## config.mk

```make
export PLATFORM = sky130hd
export DESIGN_NAME = adc_square_shaper_flat
export DESIGN_NICKNAME = d
export VERILOG_FILES = /design/src/rtl/adc_square_shaper_pkg.sv /design/src/rtl/adc_square_shaper_if.sv /design/src/rtl/adc_square_shaper_window_mean.sv /design/src/rtl/adc_square_shaper.sv /design/src/flat_wrapper.sv
export SDC_FILE = /design/constraint.sdc
export NUM_CORES = 1
export LEC_CHECK = 0
export BUFFER_PORTS_ARGS = -buffer_cell sky130_fd_sc_hd__buf_2
export CAP_MARGIN = 0
export CORE_AREA = 2 2 99 101
export CTS_CLUSTER_SIZE = 8
export DETAILED_ROUTE_END_ITERATION = 6
export DIE_AREA = 0 0 101 103
export PLACE_DENSITY = 0.53
export SLEW_MARGIN = 20
export SYNTH_ARGS = -nofsm -noshare
export SYNTH_HDL_FRONTEND = slang
export SYNTH_SLANG_ARGS = --single-unit
```

## constraint.sdc

```tcl
create_clock -name clk -period 7.25 [get_ports clk]
set_input_delay 0.725 -clock clk [delete_from_list [all_inputs] [get_ports clk]]
set_output_delay 0.725 -clock clk [all_outputs]
set_load 0.05 [all_outputs]
```

## src/rtl/adc_square_shaper_pkg.sv

```systemverilog
// rtl/adc_square_shaper_pkg.sv - shared types and helpers for the ADC square shaper
package adc_shaper_pkg;

  localparam int unsigned DEF_DATA_WIDTH = 12;

  typedef logic [DEF_DATA_WIDTH-1:0] sample_t;

  function automatic int unsigned win_log2(input int unsigned n);
    return $clog2(n);
  endfunction

  function automatic int unsigned acc_width(input int unsigned dw, input int unsigned win);
    return dw + win_log2(win);
  endfunction

  // Both helpers work one bit wider so the carry/borrow is visible before clamping.
  function automatic logic [31:0] sat_add(input logic [31:0] a, input logic [31:0] b,
                                          input logic [31:0] max_val);
    logic [32:0] s;
    s = {1'b0, a} + {1'b0, b};
    return (s > {1'b0, max_val}) ? max_val : s[31:0];
  endfunction

  function automatic logic [31:0] sat_sub(input logic [31:0] a, input logic [31:0] b);
    logic [32:0] d;
    d = {1'b0, a} - {1'b0, b};
    return d[32] ? 32'd0 : d[31:0];
  endfunction

endpackage

```

## src/rtl/adc_square_shaper_if.sv

```systemverilog
// rtl/adc_square_shaper_if.sv - sample stream in, shaped square and threshold out
interface adc_square_shaper_if #(
  parameter int DATA_WIDTH = 12
);
  logic                  adc_valid;
  logic [DATA_WIDTH-1:0] adc_data;
  logic                  square_out;
  logic                  edge_pulse;
  logic [DATA_WIDTH-1:0] thr;
  logic                  thr_valid;

  modport master (
    output adc_valid, adc_data,
    input  square_out, edge_pulse, thr, thr_valid
  );

  modport slave (
    input  adc_valid, adc_data,
    output square_out, edge_pulse, thr, thr_valid
  );
endinterface

```

## src/rtl/adc_square_shaper_window_mean.sv

```systemverilog
// rtl/adc_square_shaper_window_mean.sv - block average of AVG_WINDOW samples as threshold
module window_mean
  import adc_shaper_pkg::*;
#(
  parameter int DATA_WIDTH = 12,
  parameter int AVG_WINDOW = 1024
) (
  input  logic                  clk,
  input  logic                  rst_n,
  input  logic                  valid,
  input  logic [DATA_WIDTH-1:0] data,
  output logic [DATA_WIDTH-1:0] thr,
  output logic                  thr_valid
);

  localparam int LOG2W = win_log2(AVG_WINDOW);
  localparam int ACC_W = acc_width(DATA_WIDTH, AVG_WINDOW);

  logic [ACC_W-1:0] acc;
  logic [ACC_W-1:0] acc_sum;
  logic [LOG2W-1:0] cnt;

  assign acc_sum = acc + ACC_W'(data);

  // The mean is a plain shift of the final sum: truncation, no rounding.
  always_ff @(posedge clk or negedge rst_n) begin
    if (!rst_n) begin
      acc       <= '0;
      cnt       <= '0;
      thr       <= '0;
      thr_valid <= 1'b0;
    end else if (valid) begin
      if (cnt == LOG2W'(AVG_WINDOW - 1)) begin
        thr       <= acc_sum[ACC_W-1:LOG2W];
        thr_valid <= 1'b1;
        acc       <= '0;
        cnt       <= '0;
      end else begin
        acc <= acc_sum;
        cnt <= cnt + LOG2W'(1);
      end
    end
  end

endmodule

```

## src/rtl/adc_square_shaper.sv

```systemverilog
// rtl/adc_square_shaper.sv - hysteresis comparator and glitch filter producing a square wave
module adc_square_shaper
  import adc_shaper_pkg::*;
#(
  parameter int DATA_WIDTH = DEF_DATA_WIDTH,
  parameter int AVG_WINDOW = 1024,
  parameter int HYST       = 16,
  parameter int DEGLITCH   = 3
) (
  input  logic                clk,
  input  logic                rst_n,
  adc_square_shaper_if.slave  bus
);

  localparam int DG_W = (DEGLITCH > 1) ? $clog2(DEGLITCH) : 1;

  logic [DATA_WIDTH-1:0] thr_w;
  logic                  thr_valid_w;
  logic [DATA_WIDTH-1:0] hi, lo;
  logic                  cand;
  logic                  square_q, square_nxt;
  logic                  edge_q, edge_nxt;
  logic [DG_W-1:0]       dg_cnt, dg_nxt;

  window_mean #(
    .DATA_WIDTH (DATA_WIDTH),
    .AVG_WINDOW (AVG_WINDOW)
  ) u_window_mean (
    .clk       (clk),
    .rst_n     (rst_n),
    .valid     (bus.adc_valid),
    .data      (bus.adc_data),
    .thr       (thr_w),
    .thr_valid (thr_valid_w)
  );

  // Registered thr means the window-completing sample still compares against the old mean.
  always_comb begin
    hi   = DATA_WIDTH'(sat_add(32'(thr_w), 32'(HYST), 32'({DATA_WIDTH{1'b1}})));
    lo   = DATA_WIDTH'(sat_sub(32'(thr_w), 32'(HYST)));
    cand = square_q;
    if (bus.adc_data > hi) begin
      cand = 1'b1;
    end else if (bus.adc_data < lo) begin
      cand = 1'b0;
    end
  end

  always_comb begin
    square_nxt = square_q;
    dg_nxt     = dg_cnt;
    edge_nxt   = 1'b0;
    if (bus.adc_valid && thr_valid_w) begin
      if (cand != square_q) begin
        if (dg_cnt == DG_W'(DEGLITCH - 1)) begin
          square_nxt = ~square_q;
          dg_nxt     = '0;
          edge_nxt   = ~square_q;
        end else begin
          dg_nxt = dg_cnt + DG_W'(1);
        end
      end else begin
        dg_nxt = '0;
      end
    end
  end

  always_ff @(posedge clk or negedge rst_n) begin
    if (!rst_n) begin
      square_q <= 1'b0;
      edge_q   <= 1'b0;
      dg_cnt   <= '0;
    end else begin
      square_q <= square_nxt;
      edge_q   <= edge_nxt;
      dg_cnt   <= dg_nxt;
    end
  end

  assign bus.square_out = square_q;
  assign bus.edge_pulse = edge_q;
  assign bus.thr        = thr_w;
  assign bus.thr_valid  = thr_valid_w;

endmodule

```

## src/flat_wrapper.sv

```systemverilog
// flat-port wrapper written by rule: the top's interface ports become plain ports
module adc_square_shaper_flat import adc_shaper_pkg::*;
#(
  parameter int DATA_WIDTH = DEF_DATA_WIDTH,
  parameter int AVG_WINDOW = 1024,
  parameter int HYST       = 16,
  parameter int DEGLITCH   = 3
)
  (clk, rst_n, bus_adc_valid, bus_adc_data, bus_square_out, bus_edge_pulse, bus_thr, bus_thr_valid);
  adc_square_shaper_if #(.DATA_WIDTH(DATA_WIDTH)) bus_i ();
  input  logic clk;
  input  logic rst_n;
  input wire logic [$bits(bus_i.adc_valid)-1:0] bus_adc_valid;
  input wire logic [$bits(bus_i.adc_data)-1:0] bus_adc_data;
  output wire logic [$bits(bus_i.square_out)-1:0] bus_square_out;
  output wire logic [$bits(bus_i.edge_pulse)-1:0] bus_edge_pulse;
  output wire logic [$bits(bus_i.thr)-1:0] bus_thr;
  output wire logic [$bits(bus_i.thr_valid)-1:0] bus_thr_valid;
  assign bus_i.adc_valid = bus_adc_valid;
  assign bus_i.adc_data = bus_adc_data;
  assign bus_square_out = bus_i.square_out;
  assign bus_edge_pulse = bus_i.edge_pulse;
  assign bus_thr = bus_i.thr;
  assign bus_thr_valid = bus_i.thr_valid;
  adc_square_shaper #(.DATA_WIDTH(DATA_WIDTH), .AVG_WINDOW(AVG_WINDOW), .HYST(HYST), .DEGLITCH(DEGLITCH)) u_core (.clk(clk), .rst_n(rst_n), .bus(bus_i));
endmodule
```

==> metrics.md <==
| Metric | Value |
|---|---|
| Status | complete, no violations |
| Clock insertion delay at the later pin of the skew report | 0.31 ns |
| Final setup violation count | 0 |
| Setup bufs post-CTS | 0 |
| Part of the Yosys area used for sequential elements | 33.4% |
| Final worst path period share | 50.3% |
| Post-detailed-routing wire length | 8890 um |
| Post-synthesis compound-gate area fraction | 20.0% |
| TritonCTS sink count | 49 |
| Area share of the largest cell type after synthesis | 33.4% |
| Die ar. | 0.0104 mm^2 |
| Cell area after synthesis | 0.00367 mm^2 |
| Cts hold-fix bufs | 0 |
| Data required time at the worst endpoint | 7.46 ns |
| Overflow after GRT | 0 |
| Sequential group share of total power | 34.8% |
| RSZ-0062 raised after global routing | false |
| H-tree levels | 2 |
| Buffers added on ports | 29 |
| R2R setup slack | 3.60 ns |
| Number of distinct library cells after synthesis | 58 |
| Peak supply drop | 0.114 mV |
| Hold WC Path Type | reg2reg |
| Sw Pwr | 526 uW |
| Dominant synthesized flop cell | dfrtp_1 |
| Number of antenna violations at the first check in global routing | 0 |
| Global-route wire length before repair | 14,700 um |
| Flip-flop and latch count after synthesis | 49 |
| Comb power frac | 50.9% |
| DRC marker count from the first detailed-route iteration | 118 |
| Core region area | 0.00946 mm^2 |
| Kind of critical path | reg2reg |
| Fraction of final layout cells with drive strength greater than 1 | 11.2% |
| # diodes | 0 |
| Combinational family with the most area after synthesis | simple AND/OR/NAND/NOR gates |
| Setup TNS after final layout | 0 ns |
| Min-Delay Endpoint | u_core.u_window_mean.cnt[4]$_DFFE_PN0P_ |
| Clock power share | 14.3% |
| DRC Markers | 0 |
| Kind of end point of the critical path | flop |
| Leading post-synthesis cells by cell area | dfrtp_1, ha_1, nand2_1, xnor2_1, a21oi_1 |
| Pin count of the biggest net entering global routing | 50 |
| Share of the synthesized netlist area taken by xor and xnor gates | 7.16% |
| Final worst clock skew | 0.0119 ns |
| Relative slew slack | 46.3% |
| Depth of the most critical reg-to-reg path | 15 |
| Total power divided by cell area | 297 mW/mm^2 |
| Die Span X | 101 um |
| Total area of multi-input combinational cells | 0.00230 mm^2 |
| Average vias per placed instance | 5.49 |
| TritonCTS clock tree | done |
| Achievable frequency | 274 MHz |
| Remaining number of nets flagged by the antenna check after routing | 0 |
| Placement row count | 36 |
| Data arrival time of the critical path | 3.85 ns |
| Worst R2R Start | u_core.u_window_mean.thr[4]$_DFFE_PN0P_ |
| Avg WL per Cell | 16.3 um |
| Worst setup SP type | flop |
| Final hold vios | 0 |
| HPWL after detailed placement | 6710 um |
| Final critical delay including setup and external delays | 3.65 ns |
| TritonCTS buffer count | 5 |
| Launch instance of the worst min-delay path | u_core.u_window_mean.cnt[4]$_DFFE_PN0P_ |
| Area fraction in and, or, nand and nor cells after synthesis | 20.2% |
| Slew at the pin closest to its max-slew limit | 0.804 ns |
| Pre-Repair DR Iteration Count | 4 |
| Share of async-settable or async-resettable flops after synthesis | 100% |
| Starting Density | 38.8% |
| Area of all sequential standard cells | 0.00123 mm^2 |
| Post-synth EDFFs | 0 |
| Post-synthesis share of cell area spent on full adders, half adders and majority gates | 13.8% |
| Fillers | 930 |
| Maximum fanout along the worst path | 8 |
| RD Place Congestion | 0.869 |
| Number of cells produced by synthesis | 407 |
| Core Util, Final | 41.9% |
| Post-synth top area cell | dfrtp_1 |
| Mux cell area share after synthesis | 1.36% |
| Mean area per synthesized cell | 9.02 um^2 |
| Total of max-cap violations | 0 |
| Final nets | 484 |
| Hold Path Stages | 1 |
| Buffer cell driving the clock tree root | clkbuf_8 |
| Via Count | 2,985 |
| Reported leakage power | 1.79 nW |
| Total internal power | 652 uW |
| Overall Global Routing Usage | 18.3% |
| I/O pins | 30 |
| Warning count from the yosys run | 0 |
| Growth of design area from synthesis to finish | 8.04% |
| Final Max Slew Viols | 0 |
| Switch share | 44.6% |
| Via count of the first global-routing pass | 2,894 |
| Post-cts gate resize count | 0 |
| Capturing point of the worst reg2reg path | u_core.dg_cnt[0]$_DFFE_PN0P_ |
| Register clock-pin slew on the reported worst setup and hold paths | 0.10 ns |
| Buffers from clock root to sink, at most | 2 |
| Synthesized net count | 462 |
| Height of the die | 103 um |
==> area by class of cell <==
type | count | share of cell area [%]
Sequential cell | 49 | 30.9
Clock buffer | 5 | 1.73
Multi-Input combinational cell | 329 | 57.9
Clock inverter | 3 | 0.568
Timing Repair Buffer | 31 | 4.04
Tap cell | 114 | 3.60
Inverter | 13 | 1.23
==> critical path, stage by stage (launching register included) <==
cell and delay [ns]:
dfrtp_1 0.49, inv_1 0.16, ha_1 0.35, nand2_1 0.06, nor2_1 0.09, nand4_1 0.10, nor4_1 0.22, o211a_1 0.29
nor2_1 0.07, ha_1 0.28, a21o_1 0.18, a221o_1 0.32, a221o_1 0.35, o22a_1 0.21, mux2i_1 0.16, a22o_1 0.22
==> worst max-delay path by stage <==
stage	startpoint	endpoint	slack [ns]	cells after the start
floorplan	u_core.u_window_mean.thr[4]$_DFFE_PN0P_	u_core.dg_cnt[1]$_DFFE_PN0P_	3.55	15
global placement	u_core.u_window_mean.thr[4]$_DFFE_PN0P_	u_core.dg_cnt[1]$_DFFE_PN0P_	3.80	15
detailed placement	u_core.u_window_mean.thr[4]$_DFFE_PN0P_	u_core.dg_cnt[1]$_DFFE_PN0P_	3.65	15
CTS	u_core.u_window_mean.thr[4]$_DFFE_PN0P_	u_core.dg_cnt[1]$_DFFE_PN0P_	3.63	15
global route	u_core.u_window_mean.thr[4]$_DFFE_PN0P_	u_core.dg_cnt[0]$_DFFE_PN0P_	3.29	15
finish	u_core.u_window_mean.thr[4]$_DFFE_PN0P_	u_core.dg_cnt[0]$_DFFE_PN0P_	3.60	15
==> sequential cells by signal, summed over array words and instances (netlist names) <==
| register | count |
|---|---|
| u_core.dg_cnt | 2 |
| u_core.bus.square_out | 1 |
| u_core.u_window_mean.thr_valid | 1 |
| u_core.u_window_mean.thr | 12 |
| u_core.u_window_mean.acc | 22 |
| u_core.u_window_mean.cnt | 10 |
| u_core.bus.edge_pulse | 1 |
==> synth_stat cells (2+ instances only) <==
cell type / instances
nand2_1: 46
xor2_1: 11
nor4_1: 3
clkbuf_1: 9
o211ai_1: 8
a211oi_1: 5
nand3b_1: 2
a21o_1: 8
a221o_1: 2
nand3_1: 15
o2bb2ai_1: 2
and3_1: 8
inv_1: 13
and4_1: 2
o21ai_0: 15
xnor2_1: 19
nor3_1: 8
a31oi_1: 2
and2_1: 2
buf_6: 4
mux2i_1: 5
or2_2: 2
a32o_1: 2
o21a_1: 2
or3_1: 4
buf_4: 2
nor2b_1: 5
a21oi_1: 24
and2_0: 2
nor2_1: 22
or2_1: 2
ha_1: 39
nand4_1: 9
o31ai_1: 4
a22o_1: 10
o21ai_1: 15
dfrtp_1: 49
nand2b_1: 5
==> cells in the final DEF, fill, tap and decap left out, types with 3 or more instances in the layout <==
| cell type | count |
|---|---|
| a211oi_1 | 5 |
| a21o_1 | 8 |
| a21oi_1 | 24 |
| a22o_1 | 10 |
| and3_1 | 8 |
| buf_2 | 29 |
| clkbuf_8 | 5 |
| dfrtp_1 | 49 |
| ha_1 | 39 |
| inv_1 | 13 |
| mux2i_1 | 5 |
| nand2_1 | 46 |
| nand2b_1 | 5 |
| nand3_1 | 15 |
| nand4_1 | 9 |
| nor2_1 | 22 |
| nor2b_1 | 5 |
| nor3_1 | 8 |
| nor4_1 | 3 |
| o211ai_1 | 8 |
| o21ai_0 | 15 |
| o21ai_1 | 15 |
| o31ai_1 | 4 |
| or3_1 | 4 |
| xnor2_1 | 19 |
| xor2_1 | 11 |
==> routing by layer <==
metal / up-vias / wire [um] / track usage (%)
met5: - / 0 / 0
met4: 0 / 104 / 3.95
met3: 8 / 233 / 2.44
met2: 43 / 4050 / 30.4
met1: 1401 / 4500 / 25.7
li1: 1533 / - / -
==> through the flow <==
stage	total power, mW	worst slack, ns	instances	hold slack (ns)	cell area (um^2)
after floorplan	0.879	3.55	407	0.429	3670
after global placement	1.01	3.80	536	0.454	3880
after detailed placement	1.02	3.65	536	0.456	3880
after CTS	1.19	3.63	544	0.475	3970
after global routing	1.29	3.29	544	0.504	3970
final	1.18	3.60	544	0.474	3970
==> kinds of logic (layout without fill, tap and decap cells) <==
family,Yosys count,after routing
and+or+nand+nor,144,144
AOI/OAI and AO/OA,110,110
DFF,49,49
adders and majority gates,40,40
xor gates and xnor gates,30,30
buffers and inverters,29,52
muxes,5,5
==> power by group through the flow <==
stage	combinational (mW)	sequential (mW)	clock, mW
after detailed placement	0.603	0.415	0
after global routing	0.677	0.422	0.187
after global placement	0.594	0.413	0
after CTS	0.605	0.411	0.175
after floorplan	0.430	0.449	0
final	0.599	0.411	0.168
Note: power is estimated with default switching activity, not from simulation.
